File: src/rtl/instr_decode_stage_if.sv
// Bus between fetch, the decode stage and execute: instruction offer, flush,
// register write-back and the registered decode results with their handshake.
interface instr_decode_stage_if #(
  parameter int DATA_W = 16,
  parameter int PC_W   = 8
);
  logic              in_valid;
  logic              in_ready;
  logic [15:0]       in_instr;
  logic [PC_W-1:0]   in_pc;
  logic              flush;
  logic              wb_en;
  logic [2:0]        wb_addr;
  logic [DATA_W-1:0] wb_data;
  logic              out_valid;
  logic              out_ready;
  logic [PC_W-1:0]   out_pc;
  logic [3:0]        out_opcode;
  logic [2:0]        out_funct;
  logic [2:0]        out_dst;
  logic [DATA_W-1:0] out_rs_data;
  logic [DATA_W-1:0] out_rt_data;
  logic [DATA_W-1:0] out_imm;
  logic [PC_W-1:0]   out_jtarget;
  logic              out_reg_write;
  logic              out_mem_read;
  logic              out_mem_write;
  logic              out_branch;
  logic              out_jump;
  logic              out_illegal;

  modport master (
    output in_valid, in_instr, in_pc, flush, wb_en, wb_addr, wb_data, out_ready,
    input  in_ready, out_valid, out_pc, out_opcode, out_funct, out_dst,
           out_rs_data, out_rt_data, out_imm, out_jtarget, out_reg_write,
           out_mem_read, out_mem_write, out_branch, out_jump, out_illegal
  );

  modport slave (
    input  in_valid, in_instr, in_pc, flush, wb_en, wb_addr, wb_data, out_ready,
    output in_ready, out_valid, out_pc, out_opcode, out_funct, out_dst,
           out_rs_data, out_rt_data, out_imm, out_jtarget, out_reg_write,
           out_mem_read, out_mem_write, out_branch, out_jump, out_illegal
  );
endinterface

File: src/rtl/instr_decode_stage.sv
// Decode stage: field split, 8x16 register file with write-back bypass,
// immediate sign extension and a valid/ready registered output toward execute.
module instr_decode_stage #(
  parameter int DATA_W = 16,
  parameter int PC_W   = 8,
  parameter int NREG   = 8
) (
  input logic           clk,
  input logic           reset,
  instr_decode_stage_if.slave bus
);

  logic [DATA_W-1:0] regs [NREG];

  logic [3:0]        opcode;
  logic [2:0]        rs, rt, rd, funct;
  logic [DATA_W-1:0] rs_data, rt_data, imm;
  logic [2:0]        dst;
  logic              reg_write, mem_read, mem_write, branch, jump, illegal;
  logic              accept;

  logic              out_valid_q;
  logic [PC_W-1:0]   pc_q;
  logic [3:0]        opcode_q;
  logic [2:0]        funct_q, dst_q;
  logic [DATA_W-1:0] rs_data_q, rt_data_q, imm_q;
  logic [PC_W-1:0]   jtarget_q;
  logic              reg_write_q, mem_read_q, mem_write_q, branch_q, jump_q, illegal_q;

  assign opcode = bus.in_instr[15:12];
  assign rs     = bus.in_instr[11:9];
  assign rt     = bus.in_instr[8:6];
  assign rd     = bus.in_instr[5:3];
  assign funct  = bus.in_instr[2:0];
  assign imm    = {{(DATA_W-6){bus.in_instr[5]}}, bus.in_instr[5:0]};

  // Same-cycle write-back wins over the stored value; r0 is never bypassed.
  assign rs_data = (bus.wb_en && bus.wb_addr == rs && rs != 3'd0) ? bus.wb_data : regs[rs];
  assign rt_data = (bus.wb_en && bus.wb_addr == rt && rt != 3'd0) ? bus.wb_data : regs[rt];

  always_comb begin
    dst       = 3'd0;
    reg_write = 1'b0;
    mem_read  = 1'b0;
    mem_write = 1'b0;
    branch    = 1'b0;
    jump      = 1'b0;
    illegal   = 1'b0;
    case (opcode)
      4'd0: begin
        dst = rd;
        if (funct <= 3'd4) reg_write = 1'b1;
        else               illegal   = 1'b1;
      end
      4'd1, 4'd2, 4'd3: begin
        dst       = rt;
        reg_write = 1'b1;
      end
      4'd4: begin
        dst       = rt;
        reg_write = 1'b1;
        mem_read  = 1'b1;
      end
      4'd5:    mem_write = 1'b1;
      4'd6:    branch    = 1'b1;
      4'd7:    jump      = 1'b1;
      default: illegal   = 1'b1;
    endcase
    if (dst == 3'd0) reg_write = 1'b0;
  end

  assign bus.in_ready = reset && !bus.flush && (!out_valid_q || bus.out_ready);
  assign accept       = bus.in_valid && bus.in_ready;

  always_ff @(posedge clk or negedge reset) begin
    if (!reset) begin
      for (int i = 0; i < NREG; i++) regs[i] <= '0;
    end else if (bus.wb_en && bus.wb_addr != 3'd0) begin
      regs[bus.wb_addr] <= bus.wb_data;
    end
  end

  always_ff @(posedge clk or negedge reset) begin
    if (!reset) begin
      out_valid_q <= 1'b0;
      pc_q        <= '0;
      opcode_q    <= '0;
      funct_q     <= '0;
      dst_q       <= '0;
      rs_data_q   <= '0;
      rt_data_q   <= '0;
      imm_q       <= '0;
      jtarget_q   <= '0;
      reg_write_q <= 1'b0;
      mem_read_q  <= 1'b0;
      mem_write_q <= 1'b0;
      branch_q    <= 1'b0;
      jump_q      <= 1'b0;
      illegal_q   <= 1'b0;
    end else if (bus.flush) begin
      out_valid_q <= 1'b0;
    end else if (accept) begin
      out_valid_q <= 1'b1;
      pc_q        <= bus.in_pc;
      opcode_q    <= opcode;
      funct_q     <= funct;
      dst_q       <= dst;
      rs_data_q   <= rs_data;
      rt_data_q   <= rt_data;
      imm_q       <= imm;
      jtarget_q   <= bus.in_instr[PC_W-1:0];
      reg_write_q <= reg_write;
      mem_read_q  <= mem_read;
      mem_write_q <= mem_write;
      branch_q    <= branch;
      jump_q      <= jump;
      illegal_q   <= illegal;
    end else if (bus.out_ready) begin
      out_valid_q <= 1'b0;
    end
  end

  assign bus.out_valid     = out_valid_q;
  assign bus.out_pc        = pc_q;
  assign bus.out_opcode    = opcode_q;
  assign bus.out_funct     = funct_q;
  assign bus.out_dst       = dst_q;
  assign bus.out_rs_data   = rs_data_q;
  assign bus.out_rt_data   = rt_data_q;
  assign bus.out_imm       = imm_q;
  assign bus.out_jtarget   = jtarget_q;
  assign bus.out_reg_write = reg_write_q;
  assign bus.out_mem_read  = mem_read_q;
  assign bus.out_mem_write = mem_write_q;
  assign bus.out_branch    = branch_q;
  assign bus.out_jump      = jump_q;
  assign bus.out_illegal   = illegal_q;

endmodule

File: src/flat_wrapper.sv
// flat-port wrapper written by rule: the top's interface ports become plain ports
module instr_decode_stage_flat 
#(
  parameter int DATA_W = 16,
  parameter int PC_W   = 8,
  parameter int NREG   = 8
)
  (clk, reset, bus_in_valid, bus_in_instr, bus_in_pc, bus_flush, bus_wb_en, bus_wb_addr, bus_wb_data, bus_out_ready, bus_in_ready, bus_out_valid, bus_out_pc, bus_out_opcode, bus_out_funct, bus_out_dst, bus_out_rs_data, bus_out_rt_data, bus_out_imm, bus_out_jtarget, bus_out_reg_write, bus_out_mem_read, bus_out_mem_write, bus_out_branch, bus_out_jump, bus_out_illegal);
  instr_decode_stage_if #(.DATA_W(DATA_W), .PC_W(PC_W)) bus_i ();
  input logic clk;
  input logic reset;
  input wire logic [$bits(bus_i.in_valid)-1:0] bus_in_valid;
  input wire logic [$bits(bus_i.in_instr)-1:0] bus_in_instr;
  input wire logic [$bits(bus_i.in_pc)-1:0] bus_in_pc;
  input wire logic [$bits(bus_i.flush)-1:0] bus_flush;
  input wire logic [$bits(bus_i.wb_en)-1:0] bus_wb_en;
  input wire logic [$bits(bus_i.wb_addr)-1:0] bus_wb_addr;
  input wire logic [$bits(bus_i.wb_data)-1:0] bus_wb_data;
  input wire logic [$bits(bus_i.out_ready)-1:0] bus_out_ready;
  output wire logic [$bits(bus_i.in_ready)-1:0] bus_in_ready;
  output wire logic [$bits(bus_i.out_valid)-1:0] bus_out_valid;
  output wire logic [$bits(bus_i.out_pc)-1:0] bus_out_pc;
  output wire logic [$bits(bus_i.out_opcode)-1:0] bus_out_opcode;
  output wire logic [$bits(bus_i.out_funct)-1:0] bus_out_funct;
  output wire logic [$bits(bus_i.out_dst)-1:0] bus_out_dst;
  output wire logic [$bits(bus_i.out_rs_data)-1:0] bus_out_rs_data;
  output wire logic [$bits(bus_i.out_rt_data)-1:0] bus_out_rt_data;
  output wire logic [$bits(bus_i.out_imm)-1:0] bus_out_imm;
  output wire logic [$bits(bus_i.out_jtarget)-1:0] bus_out_jtarget;
  output wire logic [$bits(bus_i.out_reg_write)-1:0] bus_out_reg_write;
  output wire logic [$bits(bus_i.out_mem_read)-1:0] bus_out_mem_read;
  output wire logic [$bits(bus_i.out_mem_write)-1:0] bus_out_mem_write;
  output wire logic [$bits(bus_i.out_branch)-1:0] bus_out_branch;
  output wire logic [$bits(bus_i.out_jump)-1:0] bus_out_jump;
  output wire logic [$bits(bus_i.out_illegal)-1:0] bus_out_illegal;
  assign bus_i.in_valid = bus_in_valid;
  assign bus_i.in_instr = bus_in_instr;
  assign bus_i.in_pc = bus_in_pc;
  assign bus_i.flush = bus_flush;
  assign bus_i.wb_en = bus_wb_en;
  assign bus_i.wb_addr = bus_wb_addr;
  assign bus_i.wb_data = bus_wb_data;
  assign bus_i.out_ready = bus_out_ready;
  assign bus_in_ready = bus_i.in_ready;
  assign bus_out_valid = bus_i.out_valid;
  assign bus_out_pc = bus_i.out_pc;
  assign bus_out_opcode = bus_i.out_opcode;
  assign bus_out_funct = bus_i.out_funct;
  assign bus_out_dst = bus_i.out_dst;
  assign bus_out_rs_data = bus_i.out_rs_data;
  assign bus_out_rt_data = bus_i.out_rt_data;
  assign bus_out_imm = bus_i.out_imm;
  assign bus_out_jtarget = bus_i.out_jtarget;
  assign bus_out_reg_write = bus_i.out_reg_write;
  assign bus_out_mem_read = bus_i.out_mem_read;
  assign bus_out_mem_write = bus_i.out_mem_write;
  assign bus_out_branch = bus_i.out_branch;
  assign bus_out_jump = bus_i.out_jump;
  assign bus_out_illegal = bus_i.out_illegal;
  instr_decode_stage #(.DATA_W(DATA_W), .PC_W(PC_W), .NREG(NREG)) u_core (.clk(clk), .reset(reset), .bus(bus_i));
endmodule
File: config.mk
export PLATFORM = sky130hd
export DESIGN_NAME = instr_decode_stage_flat
export DESIGN_NICKNAME = d
export VERILOG_FILES = /design/src/rtl/instr_decode_stage_if.sv /design/src/rtl/instr_decode_stage.sv /design/src/flat_wrapper.sv
export SDC_FILE = /design/constraint.sdc
export NUM_CORES = 1
export LEC_CHECK = 0
export BUFFER_PORTS_ARGS = -buffer_cell sky130_fd_sc_hd__buf_2
export CELL_PAD_IN_SITES_DETAIL_PLACEMENT = 1
export CELL_PAD_IN_SITES_GLOBAL_PLACEMENT = 2
export CORE_MARGIN = 2
export CORE_UTILIZATION = 44
export DETAILED_ROUTE_END_ITERATION = 8
export PLACE_DENSITY = 0.94
export SKIP_CTS_REPAIR_TIMING = 1
export SYNTH_ARGS = -nofsm -noshare
export SYNTH_HDL_FRONTEND = slang
export SYNTH_SLANG_ARGS = --single-unit
export TNS_END_PERCENT = 50
File: constraint.sdc
create_clock -name clk -period 2.7 [get_ports clk]
set_input_delay 0.27 -clock clk [delete_from_list [all_inputs] [get_ports clk]]
set_output_delay 0.27 -clock clk [all_outputs]
set_load 0.05 [all_outputs]
# [After elaboration in Yosys (flattened, before gate mapping)]
# Index checks and enable logic that the tools add are counted.
[word_totals] wordCells=86 out_inout_bits=82 ff_bits=199
[op_classes] bitwise=4 muxes=24 eq_ne=9 reduce_logical=21 n_lt_le_gt_ge=5
[ops] operator="$bwmux 128" count=1
[ops] operator="$mux 16" count=7
[ops] operator="$bmux 16 s3" count=2
[ops] operator="$demux 16 s3" count=1
[ops] operator="$eq 4x3->1 const B" count=4
[ops] operator="$ge 4x4->1 const B" count=3
[ops] operator="$not 3->4" count=3
[ops] operator="$reduce_bool 3->1" count=4
[ops] operator="$mux 1" count=10
[ops] operator="$logic_and 1x1->1" count=9
[ops] operator="$eq 4x2->1 const B" count=2
[ops] operator="$reduce_or 7->1" count=1
[ops] operator="$eq 3x3->1" count=2
[ops] operator="$pmux 3 s2" count=1
[ops] operator="$eq 4x1->1 const B" count=1
[ops] operator="$logic_not 4->1" count=1
[ops] operator="$lt 4x1->1 const B" count=1
[ops] operator="$pmux 1 s2" count=2
[ops] operator="$reduce_or 4->1" count=1
[ops] operator="$le 3x3->1 const B" count=1
[ops] operator="$logic_not 3->1" count=1
[ops] operator="$logic_not 1->1" count=2
[ops] operator="$reduce_and 2->1" count=1
[ops] operator="$logic_or 1x1->1" count=1
[ops] operator="$not 1->1" count=1

# [Logic depth before layout (Yosys ltp)]
[depth] word_depth=6 depth_mapped=7

# [Worst setup path after synthesis]
# Ideal clock, no wire load.
[synth_timing] kind="register -> register" startpoint="reg u_core.out_valid_q (netlist: u_core.bus.out_valid)" endpoint="reg u_core.jtarget_q[0] (netlist: u_core.bus.out_jtarget[0])" path_slack_ns=0.807 required_time_ns=2.575 path_buffers=2 setup_time_ns=0.125 arrival_time_ns=1.768 path_stages_with_launch=6 cell_sequence="dfrtp_1 > nand2b_1 > nand4b_1 > buf_2 > buf_1 > mux2_2"
[synth_between] elab_chain_cells=5
[synth_lines] item="start: declaration" line_no="instr_decode_stage.sv:22" rtl="logic out_valid_q;"
[synth_lines] item="start signal: assignment" line_no="instr_decode_stage.sv:85" rtl="out_valid_q <= 1'b0;"
[synth_lines] item="start signal: assignment" line_no="instr_decode_stage.sv:101" rtl="out_valid_q <= 1'b0;"
[synth_lines] item="start signal: assignment" line_no="instr_decode_stage.sv:103" rtl="out_valid_q <= 1'b1;"
[synth_lines] item="$logic_not 1->1" line_no="instr_decode_stage.sv:72" rtl="assign bus.in_ready = reset && !bus.flush && (!out_valid_q || bus.out_ready);"
[synth_lines] item="$logic_or 1x1->1" line_no="instr_decode_stage.sv:72"
[synth_lines] item="$logic_and 1x1->1" line_no="instr_decode_stage.sv:72"
[synth_lines] item="$logic_and 1x1->1" line_no="instr_decode_stage.sv:73" rtl="assign accept = bus.in_valid && bus.in_ready;"
[synth_lines] item="$reduce_and 2->1 (no source line)"
[synth_lines] item="end signal: assignment" line_no="instr_decode_stage.sv:111" rtl="jtarget_q <= bus.in_instr[PC_W-1:0];"
[synth_lines] item="end: declaration" line_no="instr_decode_stage.sv:27" rtl="logic [PC_W-1:0] jtarget_q;"
# Every way passes these cells.
# A chain may end at the register's enable or synchronous reset.

# [Worst setup path after layout]
[layout_timing] startpoint="reg u_core.out_valid_q (netlist: u_core.bus.out_valid)" endpoint="reg u_core.rs_data_q[7] (netlist: u_core.bus.out_rs_data[7])"
[layout_between] elab_chain_cells=5
[layout_lines] item="$logic_not 1->1" line_no="instr_decode_stage.sv:72"
[layout_lines] item="$logic_or 1x1->1" line_no="instr_decode_stage.sv:72"
[layout_lines] item="$logic_and 1x1->1" line_no="instr_decode_stage.sv:72"
[layout_lines] item="$logic_and 1x1->1" line_no="instr_decode_stage.sv:73"
[layout_lines] item="$reduce_and 2->1 (no source line)"
[layout_lines] item="end signal: assignment" line_no="instr_decode_stage.sv:108" rtl="rs_data_q <= rs_data;"
[layout_lines] item="end: declaration" line_no="instr_decode_stage.sv:26" rtl="logic [DATA_W-1:0] rs_data_q, rt_data_q, imm_q;"
# Every way passes these cells.

==> out/results.ini <==
[status]
status=complete, no violations

[layout]
finalNetCount=778
final_cells=1017
fin_util=0.5163
drive_above_1_share=0.5229
syn2layout_area_growth_pct=14.40
num_antenna_cells=0
fill_cells=2101

[synthesis]
synth_area_leaders=dfrtp_1 50%, mux2_2 19%, mux4_2 9.2%
synth_nets=685
ys_top_cells_by_count=190 x dfrtp_1, 158 x mux2_2, 39 x mux4_2, 31 x a221o_1, 31 x clkbuf_1
yosys.area.top_type=dfrtp_1
syn_area_sq_um=9578
yosysUniqueCellTypes=44
yosysSeqAreaShare=0.4964
synth.most_common_cell=dfrtp_1
yosysWarnings=0
postSynth.asyncResetShare=1.000
ys_ff_latch=190
synthCells=636
synth_top_area_frac=0.4964
syn_area_per_cell_sq_um=15.06
synth_flop_cell=dfrtp_1
synth_edf_count=0

[floorplanning]
die_h_um=151.5
start_util=0.4514
die_area_sq_um=22960
coreArea_sq_um=21220
num_rows=53
die_w_um=151.5
num_io_pins=131

[global_route]
grt_pass1_vias=6976
grt_max_degree=191
antenna_found_initial=0
grt_pass1_wl_um=41760
grt_usage=0.2487
gr-total-overflow=0

[clocking]
cts_max_path_buffers=2
cts_buffers=17
path_clk_slew_ps=70
cts_tree=built
clock_sinks=190
clock_latency_ps=450
ctsRootBufferMaster=clkbuf_16
h-tree-depth=4

[worst_setup_path]
path_max_fanout=12
end_kind=flop
crit_required_ps=3070
path_class=flop to flop
start_kind=flop
crit_arrival_ps=2380

[routing]
drc=0
vias=6291
antenna_left=0
wl_um=27350
drt_iter0_drc=415
wl_per_cell_um=26.89
via_per_inst=6.186
drtPass1Iterations=5

[placement]
pre_cts_ws_ps=634.6
place.gp.congestion=0.7850
placed_cells=985
numPortBuffers=130
dp_hpwl_um=16810

[run]
maxCapViolations=0

[power]
irDropWorstVdd_uv=476.7
leakage_nw=4.912
p_per_area_nw_per_um2=859.3

[sta]
fin_tns_setup_ps=0
final.period_utilization=0.7455
fmax_mhz=496.8
hold_viol=0
setup_viol_count_final=0
clock_skew_ps=16.05
worstMarginPinSlew_ps=993.5
relSlewSlack=0.3377
maxSlewViolCount=0
rsz0062_at_grt=no
period_needed_ps=2013
holdWs_ps=59.56
layout_setup_ws_ps=687.1

[hold_path]
min_path_type=input pin to flop

[final timing paths]
path	slack, ps	start	to	depth (start not counted)
hold reg to reg	400	u_core.regs[113]$_DFFE_PN0P_	u_core.regs[113]$_DFFE_PN0P_	0
max in group asynchronous	1880	reset	u_core.bus.out_valid$_DFFE_PN0P_	2
setup reg to reg	690	u_core.bus.out_valid$_DFFE_PN0P_	u_core.bus.out_rs_data[7]$_DFFE_PN0P_	6
hold / removal	60	bus_flush	u_core.bus.out_valid$_DFFE_PN0P_	2
min in group asynchronous	140	reset	u_core.regs[31]$_DFFE_PN0P_	2
setup / recovery	690	u_core.bus.out_valid$_DFFE_PN0P_	u_core.bus.out_rs_data[7]$_DFFE_PN0P_	6
[flip-flops by register name, summed over array words and instances, names as in the netlist, 3 cells and up]
name and flops:
u_core.bus.out_pc 8, u_core.bus.out_dst 3, u_core.bus.out_opcode 4, u_core.bus.out_rs_data 16, u_core.bus.out_rt_data 16, u_core.regs 128, u_core.bus.out_jtarget 8
[layout make-up]
cell class / count / area, sq um / share of cell area
inverters: 2 / 7.507 / 0.0006852
well taps: 275 / 344.1 / 0.03140
flip-flops and latches: 190 / 4755 / 0.4339
clock inverters: 13 / 160.2 / 0.01462
clock buffers: 19 / 452.9 / 0.04134
repair buffers: 153 / 894.6 / 0.08165
multi-input cells: 365 / 4343 / 0.3964
[power by group]
group | total (W) | switching, W | internal [W] | leakage, nW
Combinational | 0.00286 | 0.00172 | 0.00114 | 2.27
Sequential | 0.00389 | 0.000465 | 0.00343 | 2.35
Clock | 0.00266 | 0.00116 | 0.00151 | 0.288
[critical path, stage by stage, from the launching register on]
cell,delay (ps)
dfrtp_1,370
nand2b_1,120
nand4b_1,270
buf_4,280
nor3b_2,500
buf_12,230
a221o_1,170
[placed cells by master, fill, tap and decap left out, types with 2 or more instances in the layout]
master / n
dfrtp_1: 190
mux2_2: 158
buf_2: 129
mux4_2: 39
a221o_1: 31
and2_1: 30
mux4_1: 25
nand2_1: 21
buf_4: 18
clkbuf_16: 17
o21ai_0: 14
clkinvlp_4: 5
buf_12: 5
nand4b_1: 4
nand3_1: 4
nor2_1: 3
a21oi_1: 3
clkbuf_8: 3
bufinv_16: 3
clkinv_2: 3
nand4_1: 2
inv_1: 2
nor4b_4: 2
xor2_1: 2
mux2i_1: 2
xnor2_1: 2
a221oi_1: 2
a21o_1: 2
nor2b_1: 2
o31ai_1: 2
inv_6: 2
[layer usage]
| layer | wire [um] | vias up | global-route usage | part of all wire |
|---|---|---|---|---|
| met5 | 0 | - | 0 | 0 |
| met4 | 653 | 0 | 0.09861 | 0.024 |
| met3 | 1378 | 48 | 0.04880 | 0.050 |
| met1 | 10820 | 3365 | 0.3065 | 0.40 |
| li1 | - | 2618 | - | - |
| met2 | 14500 | 260 | 0.4326 | 0.53 |
[per-stage QoR]
| stage | area, sq um | total power, W |
|---|---|---|
| 2_1_floorplan | 9578 | 0.005987 |
| 3_3_place_gp | 10340 | 0.006565 |
| 3_5_place_dp | 10340 | 0.006754 |
| 4_1_cts | 10960 | 0.009468 |
| 5_1_grt | 10960 | 0.009805 |
| 6_report | 10960 | 0.009415 |
[logic make-up (layout without fill, tap and decap cells)]
group | count (synthesis) | count (layout) | synth area share
buffers and inverters | 81 | 187 | 0.05199
AO/OA/AOI/OAI | 60 | 60 | 0.05121
XOR/XNOR | 4 | 4 | 0.003658
AND/OR/NAND/NOR | 77 | 77 | 0.04860
multiplexers | 224 | 224 | 0.3481
flip-flops | 190 | 190 | 0.4964
(Power assumes the default switching activity.)
